## src/rtl/posit_add_arbiter.sv

```systemverilog
// Round-robin arbiter that time-shares one pipelined posit adder between NREQ requesters.
// Requester IDs ride a tag pipeline matched to the adder latency and tag each returned result.
module posit_add_arbiter #(
    parameter int N    = 32,
    parameter int NREQ = 4,
    parameter int IDW  = 2,
    parameter int LAT  = 4
) (
    input  logic              aclk,
    input  logic              reset,
    input  logic              en,
    input  logic [NREQ-1:0]   req_valid,
    input  logic [NREQ*N-1:0] req_in1,
    input  logic [NREQ*N-1:0] req_in2,
    output logic [NREQ-1:0]   req_ready,
    output logic [N-1:0]      add_in1,
    output logic [N-1:0]      add_in2,
    output logic              add_start,
    input  logic [N-1:0]      add_result,
    input  logic              add_inf,
    input  logic              add_zero,
    input  logic              add_done,
    output logic              res_valid,
    output logic [IDW-1:0]    res_id,
    output logic [N-1:0]      res_data,
    output logic              res_inf,
    output logic              res_zero,
    output logic              busy,
    output logic              err_sync
);

    localparam int GW = $clog2(LAT + 1);

    logic [IDW-1:0] ptr_r;
    logic [IDW-1:0] issue_id_r;
    logic [IDW-1:0] grant_id_s;
    logic           found_s;
    logic           grant_ok_s;
    logic           hs_s;
    logic [GW-1:0]  guard_r;
    logic           guard_zero_s;
    logic [LAT-1:0] tag_v_r;
    logic [IDW-1:0] tag_id_r [LAT];
    logic           tail_v_s;
    logic [IDW-1:0] tail_id_s;
    logic           err_sync_r;

    assign guard_zero_s = (guard_r == '0);
    // The adder has no reset, so the guard window also blocks grants while stale pulses drain.
    assign grant_ok_s   = en & ~reset & guard_zero_s;
    assign hs_s         = grant_ok_s & found_s;
    assign tail_v_s     = tag_v_r[LAT-1];
    assign tail_id_s    = tag_id_r[LAT-1];

    // Round-robin search: first valid requester at or after the pointer, wrapping.
    always_comb begin : grant_search
        logic [IDW:0] sum_v;
        found_s    = 1'b0;
        grant_id_s = '0;
        sum_v      = '0;
        for (int k = 0; k < NREQ; k++) begin
            sum_v = {1'b0, ptr_r} + (IDW+1)'(k);
            if (sum_v >= (IDW+1)'(NREQ)) begin
                sum_v = sum_v - (IDW+1)'(NREQ);
            end else begin
                sum_v = sum_v;
            end
            if (!found_s && req_valid[sum_v[IDW-1:0]]) begin
                found_s    = 1'b1;
                grant_id_s = sum_v[IDW-1:0];
            end else begin
                found_s    = found_s;
            end
        end
    end

    // One-hot grant vector, gated so it never depends on operand data.
    always_comb begin
        req_ready = '0;
        if (hs_s) begin
            req_ready = NREQ'(1) << grant_id_s;
        end else begin
            req_ready = '0;
        end
    end

    // Issue register and round-robin pointer.
    always_ff @(posedge aclk) begin
        if (reset) begin
            ptr_r      <= '0;
            add_start  <= 1'b0;
            add_in1    <= '0;
            add_in2    <= '0;
            issue_id_r <= '0;
        end else if (hs_s) begin
            ptr_r      <= (grant_id_s == IDW'(NREQ - 1)) ? '0 : grant_id_s + IDW'(1);
            add_start  <= 1'b1;
            add_in1    <= req_in1[grant_id_s*N +: N];
            add_in2    <= req_in2[grant_id_s*N +: N];
            issue_id_r <= grant_id_s;
        end else begin
            add_start  <= 1'b0;
        end
    end

    // Tag pipeline: tail lines up with add_done LAT cycles after add_start.
    always_ff @(posedge aclk) begin
        if (reset) begin
            tag_v_r <= '0;
            for (int i = 0; i < LAT; i++) begin
                tag_id_r[i] <= '0;
            end
        end else begin
            tag_v_r[0]  <= add_start;
            tag_id_r[0] <= issue_id_r;
            for (int i = 1; i < LAT; i++) begin
                tag_v_r[i]  <= tag_v_r[i-1];
                tag_id_r[i] <= tag_id_r[i-1];
            end
        end
    end

    // Guard counter: reloaded by reset, counts down to zero.
    always_ff @(posedge aclk) begin
        if (reset) begin
            guard_r <= GW'(LAT);
        end else if (!guard_zero_s) begin
            guard_r <= guard_r - GW'(1);
        end else begin
            guard_r <= guard_r;
        end
    end

    // Sticky sync-error flag: adder done disagreeing with the tag tail.
    always_ff @(posedge aclk) begin
        if (reset) begin
            err_sync_r <= 1'b0;
        end else if (guard_zero_s && (add_done != tail_v_s)) begin
            err_sync_r <= 1'b1;
        end else begin
            err_sync_r <= err_sync_r;
        end
    end

    assign res_valid = add_done & tail_v_s & guard_zero_s & ~reset;
    assign res_id    = tail_id_s;
    assign res_data  = reset ? '0 : add_result;
    assign res_inf   = add_inf;
    assign res_zero  = add_zero;
    assign busy      = add_start | (|tag_v_r);
    assign err_sync  = err_sync_r;

endmodule

```

## config.mk

```make
export PLATFORM = sky130hd
export DESIGN_NAME = posit_add_arbiter
export DESIGN_NICKNAME = d
export VERILOG_FILES = /design/src/rtl/posit_add_arbiter.sv
export SDC_FILE = /design/constraint.sdc
export NUM_CORES = 1
export LEC_CHECK = 0
export CORE_AREA = 8 8 150 152
export CTS_CLUSTER_SIZE = 12
export DETAILED_ROUTE_END_ITERATION = 16
export DIE_AREA = 0 0 158 160
export PLACE_DENSITY_LB_ADDON = 0.2
export REMOVE_ABC_BUFFERS = 1
export SETUP_SLACK_MARGIN = 0.3
export SYNTH_ARGS = -nofsm -noshare
export SYNTH_HDL_FRONTEND = slang
export SYNTH_SLANG_ARGS = --single-unit
```

## constraint.sdc

```tcl
create_clock -name aclk -period 6.49 [get_ports aclk]
set_clock_uncertainty 0.15 [all_clocks]
set_input_delay 1.6225 -clock aclk [delete_from_list [all_inputs] [get_ports aclk]]
set_output_delay 1.6225 -clock aclk [all_outputs]
set_load 0.01 [all_outputs]
```

Yosys cells after proc, flatten, opt, wreduce, memory -nomap -nowiden
Memories as Yosys holds them, arrays and structs flattened.
Index checks and enable logic that the tools add are counted.
{"block": "op_classes", "add_sub_neg": 9, "order_cmp": 8, "n_eq_ne": 2, "shift": 3, "mux": 31, "bitwise": 12, "reduce_logical": 9}
{"cell": "variable part select 128 x 8 -> 32 bit", "count": 2}
{"cell": "2-to-1 mux 32 bit", "count": 1}
{"cell": "2-to-1 mux 2 bit", "count": 13}
{"cell": "< comparator 2 x 3 -> 1 bit (second input constant)", "count": 4}
{"cell": "2-to-1 mux 1 bit", "count": 12}
{"cell": ">= comparator 3 bit (second input constant)", "count": 3}
{"cell": "binary-select mux 1 bit (select 2 bit)", "count": 4}
{"cell": "subtractor 2 x 1 -> 2 bit (second input constant)", "count": 4}
{"cell": "adder 2 x 2 -> 3 bit (second input constant)", "count": 2}
{"cell": "bitwise AND 1 bit", "count": 6}
{"cell": "OR 1 bit", "count": 5}
{"cell": "logical AND 1 bit", "count": 4}
{"cell": "2-to-1 mux 4 bit", "count": 1}
{"cell": "OR reduction 4 bit", "count": 1}
{"cell": "left shift 1 x 2 -> 4 bit (first input constant)", "count": 1}
{"cell": "adder 2 x 1 -> 3 bit (second input constant)", "count": 1}
{"cell": ">= comparator 2 x 3 -> 1 bit (second input constant)", "count": 1}
{"cell": "zero test 1 bit", "count": 3}
{"cell": "zero test 3 bit", "count": 1}
{"cell": "subtractor 3 x 1 -> 3 bit (second input constant)", "count": 1}
{"cell": "adder 2 x 1 -> 2 bit (second input constant)", "count": 1}
{"cell": "== test 2 bit (second input constant)", "count": 1}
{"cell": "inequality test 1 bit", "count": 1}
{"cell": "inverter 1 bit", "count": 1}
{"block": "totals", "ff_bits": 77, "mem_bits_rw": 8, "inputBits": 298, "wordCells": 83, "mem_count": 1}
{"memory": "tag_id_r", "words": 4, "word_bits": 2, "read_ports": 4, "rd_ports_with_merged_regs": 0, "write_ports": 4, "line": "43", "source": "logic [IDW-1:0] tag_id_r [LAT];"}

Logic depth before layout (Yosys ltp)
{"block": "depth", "word_depth": 16, "mapped_depth": 9}

Worst setup path after synthesis
No wires, ideal clock.
{"block": "synth_path", "path_kind": "in2out", "start": "input port req_valid[1]", "end": "output port req_ready[3]", "arrival_ps": 2800, "required_ps": 4717, "setup_slack_ps": 1918, "stages": 7, "n_path_buf": 2, "cell_sequence": "or3b_1 o221ai_2 inv_2 buf_2 buf_2 ha_1 and2_1"}
{"block": "synth_between", "elab_chain_cells": 14}
{"item": "start, declared", "line": "12", "source": "input logic [NREQ-1:0] req_valid,"}
{"item": "binary-select mux 1 bit (select 2 bit)", "line": "68", "source": "if (!found_s && req_valid[sum_v[IDW-1:0]]) begin"}
{"item": "2-to-1 mux 1 bit (not written as such)", "line": "68"}
{"item": "2-to-1 mux 1 bit", "line": "68"}
{"item": "zero test 1 bit", "line": "68"}
{"item": "logical AND 1 bit", "line": "68"}
{"item": "2-to-1 mux 1 bit", "line": "68"}
{"item": "zero test 1 bit", "line": "68"}
{"item": "logical AND 1 bit", "line": "68"}
{"item": "2-to-1 mux 1 bit", "line": "68"}
{"item": "zero test 1 bit", "line": "68"}
{"item": "logical AND 1 bit", "line": "68"}
{"item": "2-to-1 mux 2 bit / 2-to-1 mux 1 bit (equally long branches)", "line": "68"}
{"item": "left shift 1 x 2 -> 4 bit / bitwise AND 1 bit (equally long branches)", "line": "81, 51"}
{"item": "2-to-1 mux 4 bit *", "line": "80", "source": "if (hs_s) begin"}
{"item": "end, declared", "line": "15", "source": "output logic [NREQ-1:0] req_ready,"}
Every way passes the cells marked *; elsewhere a longest branch is shown, timed or not. The select of a mux whose other input is x is not followed.

Worst setup path after layout
{"block": "layout_path", "start": "input port en", "end": "output port req_ready[2]"}
{"block": "layout_between", "elab_chain_cells": 4}
{"item": "start, declared", "line": "11", "source": "input logic en,"}
{"item": "bitwise AND 1 bit (2 in series)", "line": "50", "source": "assign grant_ok_s = en & ~reset & guard_zero_s;"}
{"item": "bitwise AND 1 bit", "line": "51", "source": "assign hs_s = grant_ok_s & found_s;"}
{"item": "2-to-1 mux 4 bit", "line": "80"}
No other way between the ends.

==> results <==
stage by stage:
step,cells,worst slack (ns),hold slack [ns]
after floorplan,632,-2.213,0.2638
after global placement,1311,0.8450,0.2679
after detailed placement,1311,0.8269,0.2704
after CTS,1326,0.7792,0.2857
after global routing,1326,0.6746,0.3075
final,1326,0.8146,0.2829
cell usage after synthesis:
cell type	count	area [sq um]
a211o_1	64	560.5
a211oi_1	1	7.510
a21boi_0	1	7.510
a21oi_1	82	410.4
a21oi_2	49	429.2
a311oi_2	1	15.01
a31oi_1	1	6.260
and2_1	1	6.260
buf_1	1	3.750
buf_2	21	105.1
buf_4	5	37.54
buf_6	6	67.56
clkbuf_1	24	90.09
dfxtp_1	85	1702
ha_1	4	50.05
inv_1	5	18.77
inv_2	1	3.750
mux2i_1	1	10.01
nand2_1	264	991.0
nand2b_1	2	12.51
nand4bb_1	1	11.26
nor2_1	7	26.28
nor2_2	1	6.260
nor2b_1	44	275.3
nor2b_2	1	8.760
nor3_1	3	15.01
nor3b_1	1	7.510
nor4_2	1	12.51
o21a_1	1	7.510
o21ai_0	4	20.02
o21ai_2	1	8.760
o221ai_2	1	15.01
o31ai_1	1	7.510
or3b_1	1	8.760
or4_4	1	11.26
xnor2_1	1	8.760
layout by cell type, fill, tap and decap left out, types with 2 or more instances in the layout:
master,n
nor2b_1,44
nor2_1,6
ha_1,4
nor3_1,3
clkbuf_1,2
bufinv_16,2
a21oi_1,82
dfxtp_1,85
clkbuf_16,9
a21oi_2,49
nand2_1,264
clkdlybuf4s50_1,400
nand2b_1,2
o21ai_0,4
buf_4,8
a211o_1,64
inv_1,5
layout make-up:
cell class                 count  area share
timing repair buffer         409      0.4318
multi-input combinational    541      0.3166
sequential                    85      0.1806
tap                          270     0.03585
clock buffer                  11     0.02470
clock inverter                 4    0.007834
inverter                       6    0.002656
state kept, by name, summed over array words and instances, names as in the netlist:
signal      cells
err_sync        1
add_start       1
tag_id_r        8
guard_r         3
ptr_r           2
add_in1        32
add_in2        32
issue_id_r      2
tag_v_r         4
kinds of logic after synthesis:
kind of cell	count (synthesis)	share of synthesized area
xor gates and xnor gates	1	0.001757
DFF	85	0.3414
AOI/OAI and AO/OA	207	0.3000
and+or+nand+nor	328	0.2794
muxes	1	0.002008
adders and majority gates	4	0.01004
buffers and inverters	63	0.06551
path summary, 6_finish.rpt:
| kind | startpoint | to | depth (start not counted) |
|---|---|---|---|
| worst max-delay path | en | req_ready[2] | 6 |
| worst min-delay path | tag_id_r[0][2] | tag_id_r[0][4] | 1 |
| worst max register to register | ptr_r[1] | add_in2[17] | 7 |
| worst min register to register | tag_id_r[0][2] | tag_id_r[0][4] | 1 |
power groups by stage:
stage               Combinational (uW)  Clock [uW]  Sequential (uW)
floorplan                          256           0              641
global placement                   644           0              622
detailed placement                 649           0              623
CTS                                655         579              611
global route                       704         593              618
finish                             641         551              612
worst max-delay path, stage by stage:
cell and delay, ns:
clkdlybuf4s50_1 0.45, nand4bb_1 0.27, nor2_2 0.45, o21ai_0 0.32, nor3_1 0.21, clkdlybuf4s50_1 0.58
metal layers:
metal | global-route usage | vias to the layer above
met5 | 0 | -
met4 | 0.06775 | 0
met3 | 0.08016 | 32
met2 | 0.3156 | 274
met1 | 0.1962 | 2729
li1 | - | 3042
==> results.json <==
{
  "cts.sinks": 85,
  "areaGrowthSynthToFinish_pct": 89.03,
  "cts_setup_buffers": 0,
  "yosys.cell_types.count": 36,
  "core.rowCount": 52,
  "rsz0062_at_grt": "no",
  "ctsResizeCount": 0,
  "grt_pass1_vias": 6433,
  "peakVddDrop_v": 0.00009389,
  "timing.max_cap.violations": 0,
  "drive_gt1_frac": 0.07576,
  "critPathRequiredTime_ns": 4.72,
  "crit_type": "in2out",
  "seqPwrFrac": 0.339,
  "die_height_um": 160,
  "syn_avg_cell_area_sq_um": 7.235,
  "core_area_sq_um": 20040,
  "rrSetupSlack_ns": 3.53,
  "layout.nets": 1354,
  "p_per_area_nw_per_um2": 191.4,
  "wl_met3_um": 2941,
  "period_share": 0.8745,
  "fin_util": 0.4702,
  "drc_errors": 0,
  "cts_buffers": 9,
  "viasPerCell": 4.583,
  "path_clk_slew_ns": 0.06,
  "dieArea_sq_um": 25280,
  "yosysSeqAreaShare": 0.3414,
  "finalInstanceArea_sq_um": 9423,
  "drv_slew": 0,
  "wl_met1_um": 9252,
  "root_buffer": "clkbuf_16",
  "wl_per_cell_um": 18.18,
  "route.met2.wl_um": 11280,
  "worst_pin_slew_ns": 1.041,
  "cp-end-kind": "output pin",
  "yosys_warnings": 0,
  "dr.max_layer_used": "met4",
  "antenna_found_initial": 0,
  "finalPower_uw": 1804,
  "vias": 6077,
  "start_util": 0.2488,
  "setup_tns_ns": 0,
  "clk_path_buf_depth": 2,
  "clkLatencyLatePin_ns": 0.34,
  "final_antenna_net_count": 0,
  "start_kind": "input port",
  "hp-class": "reg2reg",
  "slew_headroom": 0.3057,
  "timing.fmax_mhz": 176.2,
  "seq_area_sq_um": 1702,
  "holdBufCountCts": 0,
  "outcome": "completed",
  "min_period_ns": 5.675,
  "die_width_um": 158,
  "ioPinCount": 406,
  "hold_viol_final": 0,
  "diodes": 0,
  "fill_cells": 2031,
  "gp_congestion": 0.7954,
  "place_area_sq_um": 9116,
  "postSynthCellCount": 689,
  "switchingPower_uw": 539.9,
  "p_int_uw": 1264,
  "power.leakage_uw": 0.004059,
  "setup_viol": 0,
  "clock_power_share": 0.305,
  "first_iter_violations": 228,
  "dp_hpwl_um": 18160,
  "cts-htree-levels": 3,
  "critPathMaxFanout": 8,
  "io_buffers": 401,
  "grt_use_total": 0.1842,
  "firstDrtPassIters": 4,
  "synth_area_sq_um": 4985,
  "swShare": 0.2993,
  "combPwrFrac": 0.356,
  "crit_arrival_ns": 3.90,
  "tritoncts": "built",
  "grt_pass1_wl_um": 36290,
  "multi_input_area_sq_um": 2983,
  "ys_seq_elements": 85,
  "grt_overflow_total": 0,
  "grt_max_degree": 94,
  "wirelength_um": 24110
}
Note: power is estimated with default switching activity, not from simulation.
